--- config.mk ---
export PLATFORM = sky130hd
export DESIGN_NAME = pellet_tracker
export DESIGN_NICKNAME = d
export VERILOG_FILES = /design/src/rtl/pacman_pkg.sv /design/src/rtl/fright_timer.sv /design/src/rtl/pellet_tracker.sv
export SDC_FILE = /design/constraint.sdc
export NUM_CORES = 1
export LEC_CHECK = 0
export ABC_CLOCK_PERIOD_IN_PS = 5150
export CAP_MARGIN = 15
export CORE_MARGIN = 2
export CORE_UTILIZATION = 38
export DETAILED_ROUTE_END_ITERATION = 8
export DONT_BUFFER_PORTS = 1
export PLACE_DENSITY = 0.54
export SYNTH_ARGS = -nofsm -noshare
export SYNTH_HDL_FRONTEND = slang
export SYNTH_SLANG_ARGS = --single-unit
--- constraint.sdc ---
create_clock -name clk -period 5.15 [get_ports clk]
set_input_delay 0.515 -clock clk [delete_from_list [all_inputs] [get_ports clk]]
set_output_delay 0.515 -clock clk [all_outputs]
set_load 0.1 [all_outputs]
--- src/rtl/pacman_pkg.sv ---
// rtl/pacman_pkg.sv - maze geometry, score codes and tracker state encoding
package pacman_pkg;

  typedef struct packed {
    logic [4:0] x;
    logic [3:0] y;
  } cell_t;

  typedef enum logic [1:0] {
    ST_IDLE,
    ST_LOOKUP,
    ST_UPDATE
  } state_t;

  localparam logic [1:0] SEL_PELLET = 2'b00;
  localparam logic [1:0] SEL_POWER  = 2'b01;
  localparam logic [1:0] SEL_FRUIT  = 2'b10;
  localparam logic [1:0] SEL_GHOST  = 2'b11;

  localparam logic [4:0] FRUIT_X_DEF = 5'd11;
  localparam logic [3:0] FRUIT_Y_DEF = 4'd6;

  // Column x lives in bit 23-x of its row; 1 = wall.
  localparam logic [23:0] MAZE_WALL [0:13] = '{
    24'hFFFFFF, 24'h800001, 24'h800001, 24'h8C3C31, 24'h800001,
    24'h8C0031, 24'h800001, 24'h8C0031, 24'h800001, 24'h8C3C31,
    24'h800001, 24'h800001, 24'h800001, 24'hFFFFFF
  };

  localparam cell_t POWER_CELLS [0:3] = '{
    '{x: 5'd1,  y: 4'd2},  '{x: 5'd22, y: 4'd2},
    '{x: 5'd1,  y: 4'd12}, '{x: 5'd22, y: 4'd12}
  };

  function automatic logic is_power(input logic [4:0] x, input logic [3:0] y);
    logic hit;
    hit = 1'b0;
    for (int i = 0; i < 4; i++)
      if (POWER_CELLS[i].x == x && POWER_CELLS[i].y == y) hit = 1'b1;
    return hit;
  endfunction

  function automatic logic [23:0] initial_row(input logic [3:0] y, input logic [4:0] fx,
                                              input logic [3:0] fy);
    logic [23:0] r;
    r = ~MAZE_WALL[y];
    if (y == fy && fx <= 5'd23) r[5'd23 - fx] = 1'b0;
    return r;
  endfunction

  function automatic logic [8:0] initial_count(input logic [4:0] fx, input logic [3:0] fy);
    logic [8:0] n;
    n = '0;
    for (int y = 0; y < 14; y++) n = n + 9'($countones(initial_row(4'(y), fx, fy)));
    return n;
  endfunction

  localparam logic [8:0] PELLET_COUNT = initial_count(FRUIT_X_DEF, FRUIT_Y_DEF);

endpackage

--- src/rtl/fright_timer.sv ---
// rtl/fright_timer.sv - frightened-mode countdown; a load always beats expiry
module fright_timer #(
  parameter logic [23:0] CYCLES = 24'd10_000_000
) (
  input  logic clk,
  input  logic reset_n,
  input  logic load,
  input  logic clear,
  output logic active
);

  logic [23:0] count;

  always_ff @(posedge clk or negedge reset_n) begin
    if (!reset_n) begin
      count  <= '0;
      active <= 1'b0;
    end else if (load) begin
      count  <= CYCLES;
      active <= (CYCLES != 24'd0);
    end else if (clear) begin
      count  <= '0;
      active <= 1'b0;
    end else if (active) begin
      count  <= count - 24'd1;
      active <= (count != 24'd1);
    end
  end

endmodule

--- src/rtl/pellet_tracker.sv ---
// rtl/pellet_tracker.sv - pellet bitmap, move scoring and ghost arbitration
module pellet_tracker
  import pacman_pkg::*;
#(
  parameter logic [23:0] FRIGHT_CYCLES = 24'd10_000_000,
  parameter logic [4:0]  FRUIT_X       = 5'd11,
  parameter logic [3:0]  FRUIT_Y       = 4'd6
) (
  input  logic       clk,
  input  logic       reset_n,
  input  logic       move_valid,
  output logic       move_ready,
  input  logic [4:0] pac_x,
  input  logic [3:0] pac_y,
  input  logic       ghost_hit,
  input  logic       fruit_avail,
  input  logic       level_restart,
  output logic       score_en,
  output logic [1:0] score_sel,
  output logic       fruit_taken,
  output logic       frightened,
  output logic       pacman_dead,
  output logic [8:0] pellets_left,
  output logic       level_clear
);

  localparam logic [8:0] INIT_COUNT = (FRUIT_X == FRUIT_X_DEF && FRUIT_Y == FRUIT_Y_DEF) ?
                                      PELLET_COUNT : initial_count(FRUIT_X, FRUIT_Y);

  state_t      state;
  logic [23:0] pellet_map [0:13];
  logic [4:0]  cur_x;
  logic [3:0]  cur_y;
  logic        ghost_pend;

  logic        in_range, has_pellet, on_power, on_fruit;
  logic        move_emit, restart, ghost_evt, tmr_load, tmr_clear;
  logic [23:0] cur_row;

  // The lookup cycle commits the update so its outputs are visible during UPDATE.
  always_comb begin
    in_range   = (cur_x <= 5'd23) && (cur_y <= 4'd13);
    cur_row    = in_range ? pellet_map[cur_y] : '0;
    has_pellet = in_range && cur_row[5'd23 - cur_x];
    on_power   = is_power(cur_x, cur_y);
    on_fruit   = in_range && cur_x == FRUIT_X && cur_y == FRUIT_Y && fruit_avail;
    move_emit  = (state == ST_LOOKUP) && (has_pellet || on_fruit);
    restart    = (state == ST_IDLE) && level_restart;
    ghost_evt  = ghost_pend || ghost_hit;
    tmr_load   = (state == ST_LOOKUP) && has_pellet && on_power;
    tmr_clear  = restart;
  end

  fright_timer #(.CYCLES(FRIGHT_CYCLES)) u_fright_timer (
    .clk     (clk),
    .reset_n (reset_n),
    .load    (tmr_load),
    .clear   (tmr_clear),
    .active  (frightened)
  );

  always_ff @(posedge clk or negedge reset_n) begin
    if (!reset_n) begin
      state        <= ST_IDLE;
      move_ready   <= 1'b1;
      cur_x        <= '0;
      cur_y        <= '0;
      ghost_pend   <= 1'b0;
      score_en     <= 1'b0;
      score_sel    <= SEL_PELLET;
      fruit_taken  <= 1'b0;
      pacman_dead  <= 1'b0;
      level_clear  <= 1'b0;
      pellets_left <= INIT_COUNT;
      for (int y = 0; y < 14; y++) pellet_map[y] <= initial_row(4'(y), FRUIT_X, FRUIT_Y);
    end else begin
      score_en    <= 1'b0;
      score_sel   <= SEL_PELLET;
      fruit_taken <= 1'b0;
      pacman_dead <= 1'b0;
      level_clear <= 1'b0;
      case (state)
        ST_IDLE: begin
          if (restart) begin
            pellets_left <= INIT_COUNT;
            for (int y = 0; y < 14; y++) pellet_map[y] <= initial_row(4'(y), FRUIT_X, FRUIT_Y);
          end else if (move_valid) begin
            cur_x      <= pac_x;
            cur_y      <= pac_y;
            state      <= ST_LOOKUP;
            move_ready <= 1'b0;
          end
        end
        ST_LOOKUP: begin
          state <= ST_UPDATE;
          if (has_pellet) begin
            pellet_map[cur_y][5'd23 - cur_x] <= 1'b0;
            pellets_left <= (pellets_left != 9'd0) ? pellets_left - 9'd1 : 9'd0;
            level_clear  <= (pellets_left == 9'd1);
            score_en     <= 1'b1;
            score_sel    <= on_power ? SEL_POWER : SEL_PELLET;
          end else if (on_fruit) begin
            score_en    <= 1'b1;
            score_sel   <= SEL_FRUIT;
            fruit_taken <= 1'b1;
          end
        end
        ST_UPDATE: begin
          state      <= ST_IDLE;
          move_ready <= 1'b1;
        end
        default: begin
          state      <= ST_IDLE;
          move_ready <= 1'b1;
        end
      endcase
      // A move score owns the cycle; a hit arriving while one is pending merges into it.
      if (restart) begin
        ghost_pend <= 1'b0;
      end else if (ghost_evt && !move_emit) begin
        ghost_pend <= 1'b0;
        if (frightened) begin
          score_en  <= 1'b1;
          score_sel <= SEL_GHOST;
        end else begin
          pacman_dead <= 1'b1;
        end
      end else if (ghost_hit) begin
        ghost_pend <= 1'b1;
      end
    end
  end

endmodule

==> impl_metrics.toml, run 1 <==
[job]
drv_cap = 0

[die]
rows = 80
ios = 32
coreArea_um2 = 47900
initial_core_util_pct = 38.7
die_w_um = 225
die_area_um2 = 50600
die_y_um = 225

[global_routing]
track_usage_pct = 23.6
antenna_found_initial = 2
grt_pass1_wl_um = 89500
first_global_vias = 13600
grt_start_max_net_pins = 390
grt_overflow_total = 0

[sta]
rsz0062_at_grt = "no"
timing.slew.headroom_pct = -13.2
tightest_slew_ps = 1700
fin_crit_sh_pct = 83.2
hold_violations = 127
fin_tns_setup_ps = 0
setup_viol = 0
maxSlewViolCount = 103
period_needed_ps = 4290
clock.fmax_mhz = 233
skew_ps = 30.1
hold_ws_ps = -373

[cells_and_area]
layout_commonest_cell = "dfstp_2"
fillers = 4421
syn_to_final_growth_pct = 10.7
stdcell_area_um2 = 20500
drive_gt1_share_pct = 33.8
nets = 1441
final_cell_mix = "dfstp_2, o22a_1, dfrtp_1"

[critical_path]
cpPeakStageDelay_ps = 750
end_kind = "flip-flop"
crit_path_start_kind = "flip-flop"
r2r-start = "cur_y[2]$_DFFE_PN0P_"
critPathLaunch = "cur_y[2]$_DFFE_PN0P_"
crit_chain = "buf_12 > nor2b_1 > a222oi_1 > a211oi_1 > a21oi_1 > o211ai_1 > o31a_4 > nand3_2 > buf_4 > o22a_1"
cp_max_fo = 25
reg2reg_depth = 10
slowest_stage = "dfrtp_2"
required_ps = 5650
r2r_setup_slack_ps = 860
r2r-end = "pellet_map[150]$_DFFE_PN1P_"
criticalPathCategory = "flip-flop to flip-flop"
cp_top_family = "compound AO/OA/AOI/OAI gates"
arrival_ps = 4790
worst-path-buf-inv = 2

[placed_design]
dp_hpwl_um = 37000
place_congestion = 0.963
numPortBuffers = 0
dpl_cell_area_um2 = 19100

[synth]
ys_types = 75
yosysWarnings = 0
synth_ff_type = "dfstp_2"
synth-edff-count = 0
syn-num-nets = 1471
ys_ff_latch = 389
async_flop_share_pct = 100
yosysSeqAreaShare_pct = 54.2
synth_cells = 1448
netlist_area_um2 = 18500
syn_avg_cell_area_um2 = 12.8

[drt]
avgRoutedWirePerCell_um = 28.3
via_count = 13300
dr.pass1.iters = 5
viasPerCell = 6.40
drt_iter0_markers = 1277
drt-total-wl_um = 58600
ant_nets = 0
remaining_drc_errors = 0

[clocking]
htreeDepth = 2
cts_tree = "done"
cts_setup_buffers = 0
clock-root-buffer = "clkbuf_16"
clk_pin_slew_ps = 60
ctsResizeCount = 0
clock_path_buffers = 3
cts.sinks = 389
clkLatencyLatePin_ps = 590
cts-buffers-inserted = 44

[run_status]
outcome = "finished with violations"
violations = "hold timing, slew limit"

[power_and_ir_drop]
ir_worst_vdd_v = 0.000207
cellPowerDensity_nw_per_um2 = 382
leakagePower_nw = 8.00

[worst_hold_path]
hp-class = "input pin to asynchronous set/reset pin"
## cell usage after synthesis, types with 15 or more instances
cell type / number / area [um2]
dfrtp_1: 142 / 3550
nand2_1: 78 / 293
buf_6: 20 / 225
clkbuf_1: 69 / 259
o22a_1: 240 / 2100
mux2i_1: 27 / 270
dfstp_2: 247 / 6490
o211a_1: 30 / 300
and3_1: 19 / 119
a31oi_1: 17 / 106
nor2b_1: 15 / 93.8
nor2_1: 44 / 165
mux2_2: 34 / 383
mux4_2: 58 / 1310
xor2_1: 16 / 140
o21a_1: 16 / 120
nor3_1: 19 / 95.1
nand3_1: 30 / 150
buf_4: 22 / 165
inv_1: 16 / 60.1
o311a_1: 36 / 360
o21ai_0: 28 / 140
a21oi_1: 31 / 155
## worst register-to-register path, stage by stage (launching register included)
cell	delay, ps
dfrtp_2	750
buf_12	280
nor2b_1	400
a222oi_1	200
a211oi_1	470
a21oi_1	110
o211ai_1	310
o31a_4	360
nand3_2	670
buf_4	460
o22a_1	200
## metal layers
| metal | track usage (%) | routed length (um) | vias up |
|---|---|---|---|
| met4 | 7.20 | 1710 | 0 |
| li1 | - | - | 5581 |
| met3 | 4.16 | 3810 | 120 |
| met1 | 33.3 | 26200 | 7055 |
| met2 | 37.1 | 26900 | 499 |
| met5 | 0 | 0 | - |
## logic make-up after synthesis
kind of cell             share of synthesized area [%]
flip-flops                                        54.2
buffers and inverters                             4.48
AO/OA/AOI/OAI                                     21.4
XOR/XNOR                                          1.09
multiplexers                                      10.6
adder cells (fa/ha/maj)                          0.540
AND/OR/NAND/NOR                                   7.80
## sequential cells by signal (all words and copies together) (netlist names)
signal / cells
cur_x: 5
pellets_left: 9
level_clear: 1
u_fright_timer.active: 1
pellet_map: 336
pacman_dead: 1
cur_y: 4
fruit_taken: 1
score_sel: 2
ghost_pend: 1
move_ready: 1
state: 2
u_fright_timer.count: 24
score_en: 1
## area by class of cell
class	instances	area (um2)	area share, %
Sequential cell	389	10000	49.0
Timing Repair Buffer	57	490	2.39
Inverter	19	71.3	0.347
Clock buffer	68	1290	6.30
Clock inverter	14	161	0.786
Multi-Input combinational cell	907	7690	37.5
Tap cell	615	769	3.75
Antenna cell	1	2.50	0.0122
## metrics by stage
stage	util, %	setup slack [ps]	total power, mW	std cells
floorplan	-	2220	4.19	1448
global placement	39.8	960	4.66	1987
detailed placement	39.8	978	4.66	1987
CTS	42.8	944	7.88	2069
global route	42.8	725	8.10	2069
finish	42.8	864	7.84	2070
## how the worst max path moves through the flow
| stage | to | cells past startpoint |
|---|---|---|
| 2_1_floorplan | pellets_left[4]$_DFFE_PN0P_ | 13 |
| 3_3_place_gp | pellet_map[161]$_DFFE_PN1P_ | 10 |
| 3_5_place_dp | pellet_map[150]$_DFFE_PN1P_ | 11 |
| 4_1_cts | pellet_map[161]$_DFFE_PN1P_ | 9 |
| 5_1_grt | pellet_map[165]$_DFFE_PN1P_ | 9 |
| 6_report | pellet_map[150]$_DFFE_PN1P_ | 10 |
## power breakdown
part	total (mW)	switching (mW)	internal, mW
Sequential	3.24	0.139	3.10
Clock	3.20	1.31	1.88
Combinational	1.40	0.917	0.482
Total	7.84	2.37	5.47
Note: power is estimated with default switching activity, not from simulation.
==> run 2: changes to the inputs <==
ABC_CLOCK_PERIOD_IN_PS = 4200   (was 5150)
clock period = 4.2 ns   (was 5.15 ns; I/O delays follow)
==> run 2 against run 1 <==
Net effect:
- power is 22% higher
- the run ends with hold timing left
- highest routed layer is now met5
- sequential power up 23%
- clock-buffer cell count decreased by 1
==> impl_metrics.toml, run 2 (synthesis results as in run 1) <==
[drt]
via_count = 13300
viasPerCell = 6.33
dr.pass1.iters = 5
avgRoutedWirePerCell_um = 28.0
ant_nets = 0
remaining_drc_errors = 0
drt-total-wl_um = 58900
drt_iter0_markers = 1196

[global_routing]
track_usage_pct = 23.7
grt_overflow_total = 0
antenna_found_initial = 3
grt_start_max_net_pins = 390
first_global_vias = 13600
grt_pass1_wl_um = 89400

[run_status]
outcome = "finished with violations"
violations = "hold timing"

[cells_and_area]
largest_register_ffs = 336
syn_to_final_growth_pct = 12.7
nets = 1473
drive_gt1_share_pct = 35.0
fin_util_pct = 43.6
top_register = "pellet_map"
stdcell_area_um2 = 20900
final_cell_mix = "dfstp_2, o22a_1, dfrtp_1"
reg_top3 = "pellet_map (336), u_fright_timer.count (24), pellets_left (9)"
layout_commonest_cell = "dfstp_2"

[power_and_ir_drop]
p_int_mw = 6.73
seqPwrFrac_pct = 41.4
switchingPower_mw = 2.86
pwr-share-comb_pct = 18.9
switching_share_pct = 29.8
clkPwrFrac_pct = 39.7
ir_worst_vdd_v = 0.000246
leakagePower_nw = 8.22
cellPowerDensity_nw_per_um2 = 459

[critical_path]
cp_max_fo = 30
arrival_ps = 4430
end_kind = "flip-flop"
r2r_setup_slack_ps = 270
r2r-start = "cur_y[0]$_DFFE_PN0P_"
r2r-end = "pellet_map[238]$_DFFE_PN1P_"
reg2reg_depth = 9
required_ps = 4700
crit_path_start_kind = "flip-flop"
criticalPathCategory = "flip-flop to flip-flop"

[clocking]
cts-buffers-inserted = 44
clk_pin_slew_ps = 60
cts.sinks = 389
cts_setup_buffers = 0
clkLatencyLatePin_ps = 580
clock_path_buffers = 3
cts_hold_buf = 5
cts_tree = "done"
htreeDepth = 2
ctsResizeCount = 0
clock-root-buffer = "clkbuf_16"

[sta]
period_needed_ps = 3930
hold_violations = 210
tightest_slew_ps = 1150
skew_ps = 26.7
rsz0062_at_grt = "no"
timing.slew.headroom_pct = 23.3
fin_tns_setup_ps = 0
maxSlewViolCount = 0
fin_crit_sh_pct = 93.5
setup_viol = 0
hold_ws_ps = -458
clock.fmax_mhz = 255

[die]
initial_core_util_pct = 38.7
rows = 80
coreArea_um2 = 47900
ios = 32
die_y_um = 225
die_area_um2 = 50600
die_w_um = 225

[job]
drv_cap = 0

[placed_design]
dp_hpwl_um = 37500
numPortBuffers = 0
dpl_cell_area_um2 = 19400
place_congestion = 0.893

[worst_hold_path]
hp-class = "input pin to asynchronous set/reset pin"
run 2: cell count changes in the layout (fill, tap and decap cells not counted), moves of 3 or more:
cell,before,now
buf_4,52,66
clkbuf_1,15,12
buf_12,5,18
dlygate4sd3_1,0,5
inv_6,3,0
clkinv_2,6,10
run 2: critical path, stage by stage, from the launching register on:
cell,delay [ps]
dfrtp_4,690
buf_12,280
mux4_2,530
a221o_1,390
a211oi_1,340
o211ai_1,190
o31ai_2,590
or3_1,230
buf_4,360
o22a_1,190
run 2: metal layers:
metal	share of wire, %	vias up	GRT usage (%)
met5	0.022	-	0
li1	-	5644	-
met2	45	519	36.3
met4	3.8	2	9.36
met1	44	6991	33.2
met3	6.7	133	4.81
run 2: power groups by stage:
stage,logic (mW),clock network [mW],registers [mW]
after global routing,1.90,4.05,3.97
after detailed placement,1.78,0,4.02
after floorplan,1.21,0,3.94
after CTS,1.79,3.89,3.97
final,1.82,3.81,3.97
after global placement,1.78,0,4.02
run 2: final cells by class:
cell class | count | area [um2]
fill | 4399 | 27000
sequential | 389 | 10000
multi-input combinational | 907 | 7690
clock buffer | 67 | 1310
timing repair buffer | 89 | 906
tap | 615 | 769
clock inverter | 13 | 114
inverter | 19 | 71.3
antenna | 1 | 2.50
run 2: worst max-delay path by stage:
stage | startpoint | endpoint | slack, ps | depth (start not counted)
6_report | cur_y[0]$_DFFE_PN0P_ | pellet_map[238]$_DFFE_PN1P_ | 270 | 9
5_1_grt | cur_y[0]$_DFFE_PN0P_ | pellet_map[317]$_DFFE_PN0P_ | 130 | 10
4_1_cts | cur_y[0]$_DFFE_PN0P_ | pellet_map[222]$_DFFE_PN1P_ | 340 | 9
3_5_place_dp | cur_y[0]$_DFFE_PN0P_ | pellet_map[281]$_DFFE_PN1P_ | 350 | 9
3_3_place_gp | cur_y[0]$_DFFE_PN0P_ | pellet_map[272]$_DFFE_PN1P_ | 350 | 9
2_1_floorplan | cur_y[0]$_DFFE_PN0P_ | pellets_left[4]$_DFFE_PN0P_ | 1270 | 13
run 2: per-stage QoR:
stage               instances  hold WS (ps)  total power [mW]  setup slack, ps
finish                   2100          -458              9.60              271
global placement         2014           134              5.81              354
global route             2099          -473              9.92              127
floorplan                1448           124              5.14             1270
CTS                      2099          -485              9.65              337
detailed placement       2014           134              5.81              352
